--- config.mk ---
export PLATFORM = sky130hd
export DESIGN_NAME = ascii_num_parser
export DESIGN_NICKNAME = d
export VERILOG_FILES = /design/src/rtl/ascii_pkg.sv /design/src/rtl/ascii_digit_decode.sv /design/src/rtl/ascii_num_parser.sv
export SDC_FILE = /design/constraint.sdc
export NUM_CORES = 1
export LEC_CHECK = 0
export CAP_MARGIN = 0
export CORE_MARGIN = 1.5
export CORE_UTILIZATION = 35
export DETAILED_ROUTE_END_ITERATION = 6
export GPL_TIMING_DRIVEN = 0
export SLEW_MARGIN = 40
export SYNTH_ARGS = -nofsm -noshare
export SYNTH_HDL_FRONTEND = slang
export SYNTH_HIERARCHICAL = 1
export SYNTH_SLANG_ARGS = --single-unit
--- constraint.sdc ---
create_clock -name clk -period 2.8 [get_ports clk]
set_clock_uncertainty 0.1 [all_clocks]
set_input_delay 0.28 -clock clk [delete_from_list [all_inputs] [get_ports clk]]
set_output_delay 0.28 -clock clk [all_outputs]
set_load 0.01 [all_outputs]
--- src/rtl/ascii_pkg.sv ---
// Shared definitions for the ASCII decimal token parser: state encoding,
// output width and the character codes the parser recognises.
package ascii_pkg;

  localparam int unsigned BIN_W = 20;

  localparam logic [7:0] ASCII_0     = 8'h30;
  localparam logic [7:0] ASCII_9     = 8'h39;
  localparam logic [7:0] ASCII_CR    = 8'h0D;
  localparam logic [7:0] ASCII_LF    = 8'h0A;
  localparam logic [7:0] ASCII_SP    = 8'h20;
  localparam logic [7:0] ASCII_MINUS = 8'h2D;

  typedef enum logic [1:0] {
    IDLE  = 2'd0,
    ACCUM = 2'd1,
    DONE  = 2'd2,
    DRAIN = 2'd3
  } state_t;

  // Carriage return, line feed and space all end a token.
  function automatic logic is_terminator(input logic [7:0] c);
    return (c == ASCII_CR) || (c == ASCII_LF) || (c == ASCII_SP);
  endfunction

endpackage

--- src/rtl/ascii_digit_decode.sv ---
// Combinational ASCII decimal digit decoder: flags '0'..'9' and yields the
// digit value (0 for any non-digit byte).
module ascii_digit_decode
  import ascii_pkg::*;
(
  input  logic [7:0] ascii_in,
  output logic [3:0] digit,
  output logic       is_digit
);

  // Range check on the full byte, value taken from the low nibble.
  always_comb begin
    is_digit = (ascii_in >= ASCII_0) && (ascii_in <= ASCII_9);
    digit    = is_digit ? ascii_in[3:0] : 4'd0;
  end

endmodule

--- src/rtl/ascii_num_parser.sv ---
// ASCII decimal token parser: accumulates up to MAX_DIGITS digits and emits
// the binary value on a terminator (CR, LF or space).
// Optional feature: define ASCII_PARSER_SIGN_EN to accept a leading '-' and
// add the neg output.
module ascii_num_parser
  import ascii_pkg::*;
#(
  parameter int MAX_DIGITS = 6
) (
  input  logic             clk,
  input  logic             rst_n,
  input  logic [7:0]       ascii_in,
  input  logic             ascii_valid,
  output logic             ascii_ready,
  output logic [BIN_W-1:0] bin_out,
  output logic             done,
  output logic             error,
`ifdef ASCII_PARSER_SIGN_EN
  output logic             neg,
`endif
  output logic             busy
);

  localparam logic [2:0] MAX_CNT = 3'(MAX_DIGITS);

  state_t           state, state_nx;
  logic [BIN_W-1:0] acc, acc_nx, bin_nx, acc_x10;
  logic [2:0]       count, count_nx;
  logic             done_nx, error_nx;
  logic             ready_en;
  logic             accept, is_term, is_digit;
  logic [3:0]       digit;
`ifdef ASCII_PARSER_SIGN_EN
  logic             sign, sign_nx, neg_nx;
`endif

  ascii_digit_decode u_decode (
    .ascii_in (ascii_in),
    .digit    (digit),
    .is_digit (is_digit)
  );

  // Handshake and multiply-by-ten via shifts; the 24-bit sum is truncated to
  // 20 bits, which is lossless for values up to 999999.
  always_comb begin
    ascii_ready = ready_en && (state != DONE);
    accept      = ascii_valid && ascii_ready;
    is_term     = is_terminator(ascii_in);
    busy        = (state == ACCUM) || (state == DRAIN);
    acc_x10     = BIN_W'(({4'd0, acc} << 3) + ({4'd0, acc} << 1));
  end

  // Next-state and next-output logic.
  always_comb begin
    state_nx = state;
    acc_nx   = acc;
    count_nx = count;
    bin_nx   = bin_out;
    done_nx  = 1'b0;
    error_nx = 1'b0;
`ifdef ASCII_PARSER_SIGN_EN
    sign_nx  = sign;
    neg_nx   = neg;
`endif
    case (state)
      IDLE: begin
        if (accept) begin
          if (is_digit) begin
            state_nx = ACCUM;
            acc_nx   = {16'd0, digit};
            count_nx = 3'd1;
`ifdef ASCII_PARSER_SIGN_EN
            sign_nx  = 1'b0;
`endif
          end else if (is_term) begin
            state_nx = IDLE;
`ifdef ASCII_PARSER_SIGN_EN
          end else if (ascii_in == ASCII_MINUS) begin
            state_nx = ACCUM;
            acc_nx   = '0;
            count_nx = '0;
            sign_nx  = 1'b1;
`endif
          end else begin
            state_nx = DRAIN;
            error_nx = 1'b1;
            bin_nx   = '0;
`ifdef ASCII_PARSER_SIGN_EN
            neg_nx   = 1'b0;
`endif
          end
        end
      end
      ACCUM: begin
        if (accept) begin
          if (is_digit && (count < MAX_CNT)) begin
            acc_nx   = acc_x10 + {16'd0, digit};
            count_nx = count + 3'd1;
          end else if (is_term && (count != '0)) begin
            state_nx = DONE;
            done_nx  = 1'b1;
            bin_nx   = acc;
`ifdef ASCII_PARSER_SIGN_EN
            neg_nx   = sign;
`endif
          end else begin
            // Overlong token, bad character, or a bare '-' terminated.
            state_nx = (is_term) ? IDLE : DRAIN;
            error_nx = 1'b1;
            bin_nx   = '0;
            acc_nx   = '0;
            count_nx = '0;
`ifdef ASCII_PARSER_SIGN_EN
            neg_nx   = 1'b0;
`endif
          end
        end
      end
      DONE: begin
        state_nx = IDLE;
        acc_nx   = '0;
        count_nx = '0;
`ifdef ASCII_PARSER_SIGN_EN
        sign_nx  = 1'b0;
`endif
      end
      DRAIN: begin
        if (accept && is_term) state_nx = IDLE;
      end
      default: state_nx = IDLE;
    endcase
  end

  // State and output registers.
  always_ff @(posedge clk or negedge rst_n) begin
    if (!rst_n) begin
      state    <= IDLE;
      acc      <= '0;
      count    <= '0;
      bin_out  <= '0;
      done     <= 1'b0;
      error    <= 1'b0;
      ready_en <= 1'b0;
`ifdef ASCII_PARSER_SIGN_EN
      sign     <= 1'b0;
      neg      <= 1'b0;
`endif
    end else begin
      state    <= state_nx;
      acc      <= acc_nx;
      count    <= count_nx;
      bin_out  <= bin_nx;
      done     <= done_nx;
      error    <= error_nx;
      ready_en <= 1'b1;
`ifdef ASCII_PARSER_SIGN_EN
      sign     <= sign_nx;
      neg      <= neg_nx;
`endif
    end
  end

endmodule
# Yosys cells after proc, flatten, opt, wreduce, memory -nomap -nowiden
# Cells that the tools add are included.
dict set report classes {
  add_sub_neg 3
  n_lt_le_gt_ge 3
  n_eq_ne 15
  mux 38
  reduce_logical 17
}
# operator count
set op_table {}
lappend op_table {{$mux W20} 10}
lappend op_table {{$pmux W20 S3} 1}
lappend op_table {{$pmux W20 S2} 1}
lappend op_table {{$add A20 B20 Y20} 1}
lappend op_table {{$add A20 B4 Y20} 1}
lappend op_table {{$eq A8 B4 Y1 const B} 2}
lappend op_table {{$mux W3} 5}
lappend op_table {{$mux W2} 7}
lappend op_table {{$ne A2 B2 Y1 const B} 7}
lappend op_table {{$mux W1} 10}
lappend op_table {{$pmux W3 S3} 1}
lappend op_table {{$eq A8 B6 Y1 const B} 1}
lappend op_table {{$ge A8 B6 Y1 const B} 1}
lappend op_table {{$le A8 B6 Y1 const B} 1}
lappend op_table {{$pmux W2 S4} 1}
lappend op_table {{$reduce_and A4 Y1} 2}
lappend op_table {{$logic_and A1 B1 Y1} 6}
lappend op_table {{$reduce_and A6 Y1} 1}
lappend op_table {{$reduce_bool A3 Y1} 2}
lappend op_table {{$reduce_and A5 Y1} 1}
lappend op_table {{$eq A2 B2 Y1 const B} 2}
lappend op_table {{$mux W4} 1}
lappend op_table {{$add A3 B1 Y3 const B} 1}
lappend op_table {{$logic_or A1 B1 Y1} 3}
lappend op_table {{other kinds (7)} 7}
dict set report word_totals {
  register_bits 48
  input_bits 11
  out_inout_bits 24
  word_cells 83
}

# Longest topological paths before layout
# Gate-level depths: netlist of the first run.
dict set report logic_depth {
  ltp_word 8
  depth_mapped 12
  ltp_nobuf 12
}

# Modules after synthesis
# Netlist of the first run, hierarchy kept.
# module instances cells_per_inst area_per_inst_um2 seq_area_each_um2
set modules_own_cells {}
lappend modules_own_cells {ascii_num_parser 1 340 3408.3 1201.2}
lappend modules_own_cells {ascii_digit_decode 1 9 81.3 0.0}

# Worst setup path before layout of the first run
# No wires, ideal clock.
dict set report synth_path {
  kind {input to register}
  startpoint {input ascii_in[7]}
  endpoint {register acc[17]}
  setup_time_ns 0.099
  arrival_time_ns 2.936
  required_ns 2.601
  setup_slack_ns -0.335
  stages 12
  n_path_buf 0
  cell_sequence {nand4bb_4 > nor3_1 > inv_1 > fa_1 > inv_1 > ha_1 > a211oi_1 > o21a_1 > o21ai_0 > a22oi_1 > mux2_2 > a311oi_1}
}
dict set report synth_via {
  word_cells_on_any_way 18
  cone_classes {1 x add/sub; 2 x order compare; 4 x eq/ne; 5 x mux; 6 x reduce/logical}
}
# element line
set synth_lines {}
lappend synth_lines {{from (decl)} ascii_num_parser.sv:12} ;# input logic [7:0] ascii_in,
lappend synth_lines {{$ge A8 B6 Y1 or $le A8 B6 Y1 (tied branches)} ascii_digit_decode.sv:13} ;# is_digit = (ascii_in >= ASCII_0) && (ascii_in <= ASCII_9);
lappend synth_lines {{$logic_and A1 B1 Y1 (*)} ascii_digit_decode.sv:13}
lappend synth_lines {{$mux W4 (*)} ascii_digit_decode.sv:14} ;# digit = is_digit ? ascii_in[3:0] : 4'd0;
lappend synth_lines {{named net digit[3]} ascii_num_parser.sv:32} ;# logic [3:0] digit;
lappend synth_lines {{$add A20 B4 Y20 (*)} ascii_num_parser.sv:97} ;# acc_nx = acc_x10 + {16'd0, digit};
lappend synth_lines {{$mux W20 (*)} ascii_num_parser.sv:96} ;# if (is_digit && (count < MAX_CNT)) begin
lappend synth_lines {{$mux W20 (*)} ascii_num_parser.sv:95} ;# if (accept) begin
lappend synth_lines {{$pmux W20 S3 (*)} ascii_num_parser.sv:65} ;# case (state)
lappend synth_lines {{to (signal assigned)} ascii_num_parser.sv:150} ;# acc <= acc_nx;
lappend synth_lines {{to (decl)} ascii_num_parser.sv:27} ;# logic [BIN_W-1:0] acc, acc_nx, bin_nx, acc_x10;
# The timed path passes the listed nets; every way through them passes the cells marked *. The select of a mux whose other input is x is not followed.
# A chain may end at the register's enable or synchronous reset.

# Final worst setup path of the first run
dict set report layout_path {
  startpoint {input ascii_in[1]}
  endpoint {register acc[14]}
}
# Same word-level chain as after synthesis.

==> results of run 1 <==
==> power by group through the flow <==
stage               Combinational (W)  Clock, W  Sequential (W)
floorplan                    0.000490         0        0.000755
global placement             0.000681         0        0.000757
detailed placement           0.000694         0        0.000759
CTS                          0.000707  0.000554        0.000745
global route                 0.000790  0.000579        0.000749
finish                       0.000709  0.000541        0.000744
==> through the flow <==
stage               hold slack [ns]  area [um2]  TNS, ns  total power (W)
floorplan                    -0.116        3520   -0.190          0.00124
global placement              0.386        4030   -13.21          0.00144
detailed placement            0.102        4040   -11.89          0.00145
CTS                           0.326        4280   -0.634          0.00201
global route                  0.338        4360   -0.750          0.00212
finish                        0.306        4360   -0.104          0.00199
==> placed cells by master (no fill, tap or decap), types with 8 or more instances in the layout <==
cell type                         synthesis  routed
sky130_fd_sc_hd__a21oi_1                 20      20
sky130_fd_sc_hd__a22o_1                  31      31
sky130_fd_sc_hd__buf_4                    1      14
sky130_fd_sc_hd__buf_6                    7      10
sky130_fd_sc_hd__clkdlybuf4s50_1          0      26
sky130_fd_sc_hd__dfrtp_1                 48      48
sky130_fd_sc_hd__ha_1                    40      37
sky130_fd_sc_hd__inv_1                   14      13
sky130_fd_sc_hd__nand2_1                 28      28
sky130_fd_sc_hd__nor2_1                  11      11
sky130_fd_sc_hd__o21ai_0                 19      15
sky130_fd_sc_hd__xnor2_1                  8       8
==> layout make-up <==
type | count | area, um2
Sequential cell | 48 | 1200
Inverter | 14 | 52.6
Timing Repair Buffer | 48 | 452
Buffer | 14 | 109
Clock buffer | 6 | 82.6
Fill cell | 958 | 5370
Multi-Input combinational cell | 273 | 2260
Tap cell | 133 | 166
Clock inverter | 2 | 38.8
==> per-layer routing <==
layer	GRT usage, %	routed length [um]
met2	28.6	3870
met4	4.37	92
met5	0	0
met1	20.8	3840
met3	2.92	240
==> synthesized netlist by cell type (5+ instances only) <==
cell type / count / share of area, %
sky130_fd_sc_hd__xor2_1: 7 / 1.8
sky130_fd_sc_hd__nand2_1: 28 / 3.0
sky130_fd_sc_hd__buf_6: 7 / 2.3
sky130_fd_sc_hd__dfrtp_1: 48 / 34
sky130_fd_sc_hd__nor3_1: 8 / 1.1
sky130_fd_sc_hd__nor3b_1: 5 / 1.1
sky130_fd_sc_hd__o21ai_0: 19 / 2.7
sky130_fd_sc_hd__a21o_1: 7 / 1.5
sky130_fd_sc_hd__nor2_1: 11 / 1.2
sky130_fd_sc_hd__inv_1: 14 / 1.5
sky130_fd_sc_hd__nand3_1: 6 / 0.86
sky130_fd_sc_hd__a31oi_1: 7 / 1.3
sky130_fd_sc_hd__ha_1: 40 / 14
sky130_fd_sc_hd__a21oi_1: 20 / 2.9
sky130_fd_sc_hd__clkbuf_1: 6 / 0.65
sky130_fd_sc_hd__xnor2_1: 8 / 2.0
sky130_fd_sc_hd__o211ai_1: 5 / 1.1
sky130_fd_sc_hd__a22o_1: 31 / 7.8
==> cells by family after synthesis <==
| group | synth area share [%] |
|---|---|
| AOI/OAI and AO/OA | 25.5 |
| and+or+nand+nor | 15.2 |
| DFF | 34.4 |
| adders and majority gates | 15.5 |
| buffers and inverters | 4.63 |
| xor gates and xnor gates | 3.76 |
| muxes | 0.932 |
| other | 0.107 |
==> registers in the layout (all words and copies together) (netlist names) <==
| signal | cells |
|---|---|
| acc | 20 |
| bin_out | 20 |
| count | 3 |
| state | 2 |
| done | 1 |
| error | 1 |
| ready_en | 1 |
==> worst max-delay path: stages <==
cell and delay, ns:
sky130_fd_sc_hd__buf_8 0.10, sky130_fd_sc_hd__or2_4 0.24, sky130_fd_sc_hd__nor3_2 0.15, sky130_fd_sc_hd__inv_1 0.08, sky130_fd_sc_hd__fa_1 0.50, sky130_fd_sc_hd__inv_2 0.06
sky130_fd_sc_hd__fa_2 0.36, sky130_fd_sc_hd__a21o_1 0.21, sky130_fd_sc_hd__a31oi_4 0.22, sky130_fd_sc_hd__nor3_4 0.07, sky130_fd_sc_hd__or3_4 0.40, sky130_fd_sc_hd__a32oi_1 0.20
sky130_fd_sc_hd__o21ai_1 0.10
==> timing repair <==
action,in CTS,in global routing
hold endpoints to repair,23,0
resized for setup,42,15
pin swaps,18,14
setup endpoints to repair,18,10
buffers inserted,7,5
hold buffers,1,0
==> path summary, 6_finish.rpt <==
path	endpoint	cells past startpoint	start
max	acc[14]$_DFFE_PN0P_	13	ascii_in[1]
min	bin_out[9]$_DFFE_PN0P_	2	rst_n
max reg2reg	acc[14]$_DFFE_PN0P_	10	acc[0]$_DFFE_PN0P_
min reg2reg	bin_out[14]$_DFFE_PN0P_	1	bin_out[14]$_DFFE_PN0P_
max in group asynchronous	ready_en$_DFF_PN0_	3	rst_n
min in group clk	acc[0]$_DFFE_PN0P_	3	ascii_in[3]
==> impl_summary.md, run 1 <==
Critical path
The endpoint type of the worst setup path is a flip-flop. STA puts the critical path data required time at 2.89 ns. The critical path class is in2reg. The biggest fanout along the worst timing path is 5. The type of element launching the critical path is a primary input.

The worst register-to-register path has a setup slack of -0.07 ns. For the worst setup path, the data arrival time is between 2 and 3 ns.

CTS
TritonCTS built the clock tree. The clock drives 48 sinks. The TritonCTS buffer count is 5. The tree is rooted in a sky130_fd_sc_hd__clkbuf_8. Clock-pin slew was measured on the worst setup and hold paths at 0.10 ns. The clock insertion delay at the later pin of the skew report is 0.30 ns. The CTS H-tree depth is 2.

The clock passes through at most 2 buffers.

Pwr
The part of the total power dissipated in combinational logic is 35.6%. Power spread over the standard cell area amounts to about 460 nW/um2. Net switching is 35.6% of the power. Of the total power, the clock network draws 27.1%.

Sequential cells burn a little under two fifths of the power. Summed over all nets, the switching power comes to 0.000710 W. The largest vdd supply drop is roughly 0.23 mV.

The internal power consumption is 0.00129 W. The analysis attributes to cell leakage a power of approximately 2.1 nW.

Timing
The actual slew at the worst max-slew pin is 0.635 ns. Setup violations remaining at the end of the flow were counted as 2. The final-report max-slew violation count is 0. Measured against its own limit, the worst slew margin works out to 57.3%. The hold violation count in the final report is 0. The share of the clock period used by the worst path is 103%.

The time the final worst path needs with I/O delays and setup is 2.89 ns. The fmax is between 300 and 400 MHz. Setup repair after global routing could not meet its margin everywhere. The smallest setup slack after layout is -0.0940 ns.

Global route
The wire length of the first global-routing pass is 13.6 mm. The largest net degree at the start of global routing is 26. The number of antenna violations at the first check in global routing is 0. The number of global-route vias before repair is 2833. Global routing used 16.3% of the available tracks. For this run the aggregate overflow at the end of global routing stands at 0.

Placed design
OpenSTA, run right after detailed placement, puts the worst setup slack at -0.923 ns. The placed wire-length estimate is 6.12 mm. Buffers placed on the I/O ports in this run total 34. The placed instance count is between 500 and 600. At the end of routability-driven placement, the weighted congestion stood at 0.854.

Yosys
The gate count of the mapped netlist is roughly 350. Counting every net in the synthesized netlist gives roughly 400. The proportion of synthesized flip-flops having asynchronous set or reset is 100%. Yosys mapped a number of flops with a built-in enable equal to 0. The share of the yosys chip area belonging to registers is 34.4%. The count of distinct cell types in the synthesized netlist is 64. The count of synthesis-stage warnings from yosys is 6. The register bit total from synthesis is 48. The average footprint of a synthesized cell is between 9 and 10 um2. The prevailing post-synth register cell is sky130_fd_sc_hd__dfrtp_1.

The synthesized netlist occupies a cell area of 3490 um2.

Routing
Dividing the detail-routed wire length by the instance count gives around 15 um. The final layout contains routed wiring with a total length of 8.05 mm. The via-per-instance ratio is 5.35.

The number of vias after detailed routing is 2876. In the routed design, unresolved DRC markers number 0. The length of the first detailed-routing pass in iterations is 4. In this run, the number of DRC markers left after iteration 0 of detailed routing was 90. The count of nets left with antenna violations once routing finished came out at 0.

Floorplan
The floorplan has 36 rows. The placeable core region is 9730 um2. The number of top-level pins is 35.

Measured along the y axis, the die boundary spans 103 um. The die covers 10600 um2. Measured along the x axis, the die boundary spans 103 um. The initial utilization of the core area, before any placement, comes to 35.9%.

Worst hold path
The worst hold path class is in2async.

Layout
Measured on the finished design, the core utilization comes to 44.8%. The number of antenna cells inserted is 0. The layout overhead on the synthesized area is 25.0%. The number of nets at the end of the flow is 457. For this run, the number of standard cells in the final layout without fillers is 538. The ratio of cells with drive above 1 in the final layout is 17.3%.

Outcome
The checks that failed: negative setup slack. The flow ran to the end, but the final reports show violations.

Flow run
Across the run, the number of max-cap violations was 0.
No activity file was read; power rests on OpenSTA's default activity.
==> run 2, diff against run 1 <==
- CORE_ASPECT_RATIO: not set -> 0.75
- CTS_BUF_LIST: not set -> sky130_fd_sc_hd__clkbuf_4
==> run 2 against run 1 <==
The flow still finishes with violations (negative setup slack). Clock power down 37%. Sequential cell count unchanged. Wire length up 8.2%. Sequential share of layout area up 0.21 points. Clock-buffer cell count up 1. Power down 9.4%. Utilization about the same. Critical path type unchanged. Highest routed layer unchanged.
==> impl_summary.md, run 2 (synthesis results as in run 1) <==
Floorplan
In this run the vertical extent of the chip is 89.5 um. The count of standard-cell rows is 31. The effective utilization at floorplan is 36.1%. The die area is 10600 um2. The number of top-level pins is 35.

The floorplan die width is 118 um. The floorplan step defined a core boundary enclosing 9660 um2.

Layout
Leaving out fill and tap cells, the most frequent cell in the layout is sky130_fd_sc_hd__dfrtp_1. Compared with the post-synthesis result, the final layout area differs by 24.1%. The library cells used most frequently in the layout, excluding fill and tap cells, are sky130_fd_sc_hd__dfrtp_1 (48), sky130_fd_sc_hd__ha_1 (34), sky130_fd_sc_hd__a22o_1 (31), sky130_fd_sc_hd__nand2_1 (28), sky130_fd_sc_hd__clkdlybuf4s50_1 (26).

The largest registers in the layout are acc: 20 flops, bin_out: 20 flops, count: 3 flops. The repair_antennas step left the layout with diodes totalling 0. Cells with a size suffix above 1 make up slightly below 20% of the layout. The cell area after layout is 4330 um2. After filler insertion, the fill cell instance count of the layout stands at 913. After the last flow step, the layout net total stands at 460.

Global route
After global routing the overflow that remains totals 0. The number of antenna violations at the first check in global routing was 0. Entering global routing, the biggest net connects 39 pins. The aggregate global-route resource usage is 17.1%. The number of global-route vias before repair is 2868.

The wire length of the first global-routing pass is ~14 mm.

CTS
The clock passes through at most 2 buffers. Counting every sink on the clock net gives 48. The clock-pin transition on the worst setup and hold timing paths is 0.14 ns. The clock tree from TritonCTS is yes.

Buffers inserted during clock tree synthesis total 5. The clock reaches the later pin of the worst-skew pair after roughly 0.36 ns. The master cell of the clock root buffer is sky130_fd_sc_hd__clkbuf_4. The clock tree synthesis step divided the H-tree into 2 levels.

Timing
Setup repair after global routing could not meet its margin everywhere. The total negative setup slack is -0.00625 ns. At the pin with the least slew margin, the transition time is roughly 0.69 ns. In the post-route analysis, the smallest setup slack over all paths is -0.00625 ns.

The fmax is 356 MHz. Setup violations remaining at the end of the flow were counted as 1. The remaining max-slew budget at the tightest pin is 54.0%. The share of the clock period used by the worst path is 100%. The time the final worst path needs with I/O delays and setup is 2.81 ns.

The final-report max-slew violation count was 0. The hold violation count in the final report is 0.

Placed design
The placed wire-length estimate is 6.21 mm. The total placed instance area is 4040 um2. The count of input and output buffers is 34.

Routability-driven placement finished with a final weighted congestion of 0.886.

Routing
The post-detailed-route count of antenna-violating nets is 0. The starting DRC count in detailed routing is 188. The number of vias after detailed routing is 2973.

The post-detailed-route DRC marker count is 0. After detailed routing, the number of vias per cell comes to 5.51. For this run, the detailed router's first-pass iteration total came to 4. The routed design has ~8.7 mm of wire. The detailed-route wire length per cell is 16.1 um.

Flow run
Max-cap violations in this run came to 0.

Pwr
The worst-case IR drop observed on VDD is between 0.15 and 0.2 mV. Dividing total power by cell area gives a power density of between 400 and 500 nW/um2. Summed over all cells, the static leakage comes to 2.04 nW.

Outcome
The final reports fail on negative setup slack. The flow ran to the end, but the final reports show violations.

Critical path
The arrival time reported for the critical path endpoint is approximately 3 ns. STA classifies the critical path startpoint as a primary input. Measured in cells, the most critical reg-to-reg path has a length of 9. STA puts the critical path data required time at 2.96 ns. The biggest fanout along the worst timing path is 4.

The endpoint type of the worst setup path is a flip-flop. The critical path class is in2reg.

Worst hold path
In this run the worst hold path is classified as in2async.
## run 2: changes by cell type in the layout (fill, tap and decap cells not counted), moves of 2 or more
cell                       change
sky130_fd_sc_hd__clkbuf_8      -6
sky130_fd_sc_hd__buf_2         +3
sky130_fd_sc_hd__a21oi_2       +3
sky130_fd_sc_hd__buf_6         -2
sky130_fd_sc_hd__clkbuf_1      -2
sky130_fd_sc_hd__ha_1          -3
sky130_fd_sc_hd__buf_4         +4
sky130_fd_sc_hd__ha_4          +2
sky130_fd_sc_hd__clkbuf_4      +7
sky130_fd_sc_hd__a21oi_1       -3
## run 2: per-stage QoR
step	utilization (%)	total power [W]	hold WS [ns]	setup WS (ns)	std cells
6_report	44.8	0.00181	0.166	-0.00625	540
5_1_grt	44.8	0.00193	0.167	-0.0920	540
4_1_cts	43.6	0.00182	0.166	-0.0444	534
3_5_place_dp	41.8	0.00146	0.0295	-0.973	516
3_3_place_gp	41.7	0.00145	0.388	-0.904	515
2_1_floorplan	-	0.00124	-0.116	-0.134	349
## run 2: worst paths after layout
kind / start / endpoint / slack (ns)
max in group asynchronous: rst_n / bin_out[1]$_DFFE_PN0P_ / 1.98
min in group clk: ascii_in[3] / acc[0]$_DFFE_PN0P_ / 0.32
worst max-delay path: ascii_in[2] / acc[14]$_DFFE_PN0P_ / -0.006
worst min register to register: bin_out[14]$_DFFE_PN0P_ / bin_out[14]$_DFFE_PN0P_ / 0.42
worst min-delay path: rst_n / bin_out[11]$_DFFE_PN0P_ / 0.17
worst max register to register: acc[1]$_DFFE_PN0P_ / acc[14]$_DFFE_PN0P_ / 0.01
## run 2: where the power goes
| group | total [W] | switching (W) | internal, W | leakage [nW] |
|---|---|---|---|---|
| Combinational | 0.000719 | 0.000450 | 0.000269 | 1.35 |
| Clock | 0.000343 | 0.000226 | 0.000117 | 0.0338 |
| Sequential | 0.000745 | 0.0000231 | 0.000722 | 0.661 |
| Total | 0.00181 | 0.000699 | 0.00111 | 2.04 |
## run 2: per-layer routing
| metal | GRT usage (%) | share of wire (%) |
|---|---|---|
| met5 | 0 | 0 |
| met4 | 3.99 | 1.2 |
| met3 | 2.30 | 5.3 |
| met2 | 27.6 | 44 |
| met1 | 24.5 | 50 |
## run 2: cell type report
class / instances / area, um2 / area share [%]
repair buffers: 52 / 459 / 10.6
plain buffers: 13 / 106 / 2.46
clock inverters: 1 / 3.75 / 0.0867
multi-input cells: 273 / 2290 / 52.9
well taps: 132 / 165 / 3.82
flip-flops and latches: 48 / 1200 / 27.7
clock buffers: 7 / 52.6 / 1.21
inverters: 14 / 52.6 / 1.21
## run 2: critical path, stage by stage
cell	delay, ns
sky130_fd_sc_hd__buf_2	0.12
sky130_fd_sc_hd__or2_4	0.25
sky130_fd_sc_hd__nor3_2	0.15
sky130_fd_sc_hd__inv_1	0.09
sky130_fd_sc_hd__fa_1	0.49
sky130_fd_sc_hd__inv_2	0.06
sky130_fd_sc_hd__fa_2	0.35
sky130_fd_sc_hd__a21o_1	0.21
sky130_fd_sc_hd__a31oi_4	0.25
sky130_fd_sc_hd__nor3_4	0.08
sky130_fd_sc_hd__or3_4	0.38
sky130_fd_sc_hd__a32oi_1	0.19
sky130_fd_sc_hd__o21ai_1	0.08
## run 2: timing repair
action,in CTS,in global routing
setup buffers,10,6
gates cloned,0,0
hold buffers,1,0
pin swaps,10,13
hold endpoints to repair,48,0
gates resized for setup,37,23
endpoints found under the setup margin,15,14
==> variant 1, RTL diff (flow settings as in run 1) <==
Make the reset (`rst_n`) synchronous in one clocked block.
--- a/src/rtl/ascii_num_parser.sv
+++ b/src/rtl/ascii_num_parser.sv
@@ -132,7 +132,7 @@
   end
 
   // State and output registers.
-  always_ff @(posedge clk or negedge rst_n) begin
+  always_ff @(posedge clk) begin
     if (!rst_n) begin
       state    <= IDLE;
       acc      <= '0;
Formal check against the unedited RTL: differs if rst_n is asserted again (counterexample within 4 cycles, from zero or initial values and one cycle with rst_n low); with rst_n held inactive, the same outputs for 4 cycles.
==> variant 1 against run 1 <==
- area after synthesis fell by 8.7%
- non-clock buffer count up 11
- power shrank 0.51%
- sequential cell count unchanged
- critical endpoint is now acc[18]
- synthesized cell count increased by 4.0%
- wire length increased by 1.4%
- highest routed layer unchanged
- setup slack better by 0.015 ns
- largest cell class unchanged
- cell area shrank 6.3%
- the run still ends with negative setup slack left
==> variant 1: results (changes against run 1) <==
global_route:
  groute.usage.overall_pct: 17.2  # +0.85 points
  grt_pass1_vias: 2928  # +3.4%
  grt_max_degree: 15  # -42%
  grt_pass1_wl_mm: 13.7  # +0.56%
timing:
  timing.slew.headroom_pct: 62.1  # +4.8 points
  finalSetupViolCount: 3  # +1
  hold_slack_ns: 0.366  # +0.0606 ns
  fin_ws_ns: -0.0793  # +0.0147 ns
  finalSetupTns_ns: -0.159  # -0.0545 ns
setup_path:
  worstPathMaxFanout: 4  # -1
  crit_start: "ascii_in[7]"
  r2r_setup_slack_ns: -0.03  # +0.04 ns
  required_ns: 2.90  # about the same
status:
  violations: "negative setup slack"
  status: "complete, but fails checks"
final_layout:
  inv_count: 21  # +7
  multi_input_area_share_pct: 54.4  # +2.6 points
  multi_input_area_um2: 2220  # -1.6%
  clk_share_pct: 2.29  # -0.49 points
  fillers: 833  # -13%
  nonClkBufAreaFrac_pct: 14.5  # +1.7 points
  multi_input_cells: 280  # +2.6%
  final_nets: 482  # +5.5%
route:
  wl_mm: 8.16  # +1.4%
  initialDrtViolationCount: 93  # +3.3%
placement:
  gp_congestion: 0.883  # +3.4%
synth:
  yosysUniqueCellTypes: 51  # -20%
  syn_inst: 363  # +4.0%
  syn_nets: 416  # +3.5%
  yosysSeqAreaShare_pct: 30.2  # -4.2 points
  synth-main-ff-cell: "dfxtp_1"
  synth_common_cells: "dfxtp_1, ha_1, a21oi_1, nand2_1, o21ai_0"
power_and_ir_drop:
  p_leak_uw: 0.00172  # -17%
[variant 1: final timing paths]
path / endpoint / depth (start not counted)
worst max-delay path: acc[18] / 14
worst min-delay path: ready_en / 1
worst max register to register: acc[18] / 11
worst min register to register: acc[19] / 2
[variant 1: cell families after synthesis]
group	synth area share, %
buffers and inverters	4.48
DFF	30.2
AOI/OAI and AO/OA	28.0
xor gates and xnor gates	4.40
and+or+nand+nor	16.0
adders and majority gates	17.0
[variant 1: per-layer routing]
layer	vias to the layer above	GRT usage (%)	wire length [um]
met2	72	28.2	3800
met5	-	0	0
met1	1391	21.9	3780
met3	25	3.22	334
met4	0	7.48	246
li1	1462	-	-
[variant 1: repair_timing]
action	4_1_cts	5_1_grt
endpoints found under the setup margin	14	15
pin swaps	18	21
resized for setup	39	30
setup buffers	22	7
[variant 1: report_power, final]
| group | internal, uW | switching, uW |
|---|---|---|
| sequential | 726 | 60.9 |
| clock | 201 | 247 |
| combinational | 288 | 463 |
==> variant 2, RTL diff (flow settings as in run 1) <==
Made on the original files. Build with the macro `ASCII_PARSER_SIGN_EN` defined.
--- a/src/rtl/ascii_num_parser.sv
+++ b/src/rtl/ascii_num_parser.sv
@@ -2,6 +2,8 @@
 // the binary value on a terminator (CR, LF or space).
 // Optional feature: define ASCII_PARSER_SIGN_EN to accept a leading '-' and
 // add the neg output.
+`define ASCII_PARSER_SIGN_EN
+
 module ascii_num_parser
   import ascii_pkg::*;
 #(
Formal check against the unedited RTL (old outputs only; new: neg): not equivalent (Yosys sat finds a counterexample within 4 cycles, from zero or initial values and one cycle with rst_n low).
==> variant 2 against run 1 <==
- the flow still finishes with violations (negative setup slack)
- worst hold slack worse by 0.019 ns
- combinational power is 7.5% higher
- die area is 1.7% higher
- register-to-register slack better by 0.04 ns
- critical path depth is 1 higher
- wire length is 0.87% higher
- setup slack hardly changed
- area after synthesis is 1.8% higher
- non-clock buffer count is 2 lower
- sequential share of layout area is 0.77 points higher
- sequential cell count is 2 higher
- cell area is 1.3% higher
- power is 1.5% lower
- critical path type unchanged
- highest routed layer unchanged
==> variant 2: results (changes against run 1) <==
timing:
  fin_ws_ns: -0.0936  # +0.000370 ns
  timing.slew.headroom_pct: 54.4  # -2.9 points
  hold_slack_ns: 0.286  # -0.0194 ns
  finalSetupViolCount: 4  # +2
  finalSetupTns_ns: -0.212  # -0.108 ns
placement:
  dpl_cell_area_um2: 4130  # +2.1%
  hpwlAfterDp_mm: 5.98  # -2.2%
  place_ws_ns: -1.10  # -0.174 ns
  gp_congestion: 0.879  # +3.0%
  portBuffers: 35  # +2.9%
  place_inst: 534  # +3.3%
power_and_ir_drop:
  netSwitchingFraction_pct: 36.3  # +0.70 points
  p_leak_uw: 0.00207  # about the same
clocking:
  cts_resized: 43  # +2.4%
route:
  dr.pass1.iters: 6  # +2
  initialDrtViolationCount: 134  # +49%
  vias_per_cell: 5.31  # -0.73%
setup_path:
  reg2regPathDepth: 11  # +1
  reg2reg_to: "acc[19]"
  crit_start: "ascii_in[7]"
  worstPathMaxFanout: 3  # -2
  r2r-start: "acc[0]"
synth:
  synth_common_cells: "dfrtp_1, ha_1, nand2_1, o21ai_0, a22o_1"
  synth_compound_area_share_pct: 23.8  # -1.6 points
  yosysUniqueCellTypes: 57  # -11%
  yosysSeqAreaShare_pct: 35.2  # +0.80 points
  synthTopCellsByArea: "dfrtp_1, ha_1, a22o_1"
  syn_nets: 418  # +4.0%
  avgSynthCellArea_um2: 9.73  # -2.7%
  synth_xor_area_share_pct: 3.95  # +0.18 points
  muxShareOfSynthArea_pct: 1.20  # +0.27 points
  synth_fa_ha_area_share_pct: 15.2  # -0.27 points
die:
  die_area_um2: 10800  # +1.7%
global_route:
  grt_pass1_wl_mm: 13.8  # +1.5%
  grt_pass1_vias: 2846  # +0.46%
  grt_max_degree: 33  # +27%
final_layout:
  multi_input_area_share_pct: 51.9  # +0.13 points
  inv_count: 18  # +4
  layout.cells.non_filler: 554  # +3.0%
  multi_input_cells: 287  # +5.1%
  seq_area_um2: 1250  # +4.2%
  seq_cell_count: 50  # +4.2%
  seq_share_pct: 28.3  # +0.77 points
  fillers: 978  # +2.1%
  drive_gt1_share_pct: 21.6  # +4.3 points
  final_nets: 475  # +3.9%
  nonClkBufAreaFrac_pct: 12.6  # -0.26 points
  buffers: 60  # -3.2%
status:
  violations: "negative setup slack"
  status: "complete, but fails checks"
-- variant 2: cell types whose count changed in the layout (fill, tap and decap cells not counted), moves of 5 or more --
| cell | change |
|---|---|
| nand2_1 | +5 |
| clkbuf_1 | -5 |
| a21oi_1 | -5 |
| and3_1 | +5 |
| a22o_1 | -11 |
| nand2_2 | +11 |
| o21ai_1 | +8 |
| o21ai_2 | +13 |
-- variant 2: routing by layer --
layer | track usage [%] | part of all wire [%] | up-vias
met5 | 0 | 0 | -
met4 | 3.27 | 1.0 | 0
met3 | 2.33 | 3.2 | 9
met2 | 26.0 | 48 | 55
met1 | 21.1 | 48 | 1436
li1 | - | - | 1440
-- variant 2: cells by family after synthesis --
kind of cell	count (synthesis)
compound gates	118
simple gates	106
xor+xnor	16
other cells	1
mux	4
buf+inv	28
fa+ha+maj	42
flops	50
-- variant 2: worst max-delay path by stage --
| stage | cells after the start | slack, ns | endpoint |
|---|---|---|---|
| CTS | 14 | -0.16 | acc[18] |
| detailed placement | 14 | -1.10 | acc[19] |
| global placement | 14 | -1.00 | acc[18] |
| global route | 14 | -0.23 | acc[18] |
| floorplan | 13 | -0.14 | acc[19] |
| finish | 14 | -0.09 | acc[18] |
-- variant 2: power by group through the flow --
stage                     clock [uW]  sequential (uW)  combinational, uW
after floorplan                    0              790                529
after global placement             0              791                742
after detailed placement           0              793                764
after CTS                        447              778                767
after global routing             471              784                837
final                            425              778                762
-- variant 2: worst max-delay path: stages --
cell       delay (ns)
buf_6            0.09
nand4bb_4        0.25
buf_6            0.15
nor3b_4          0.21
ha_1             0.29
ha_4             0.19
fa_2             0.41
a211oi_4         0.28
o21ai_2          0.10
a31oi_2          0.19
o21ai_1          0.08
a31oi_1          0.21
xor2_1           0.17
o21ai_1          0.07
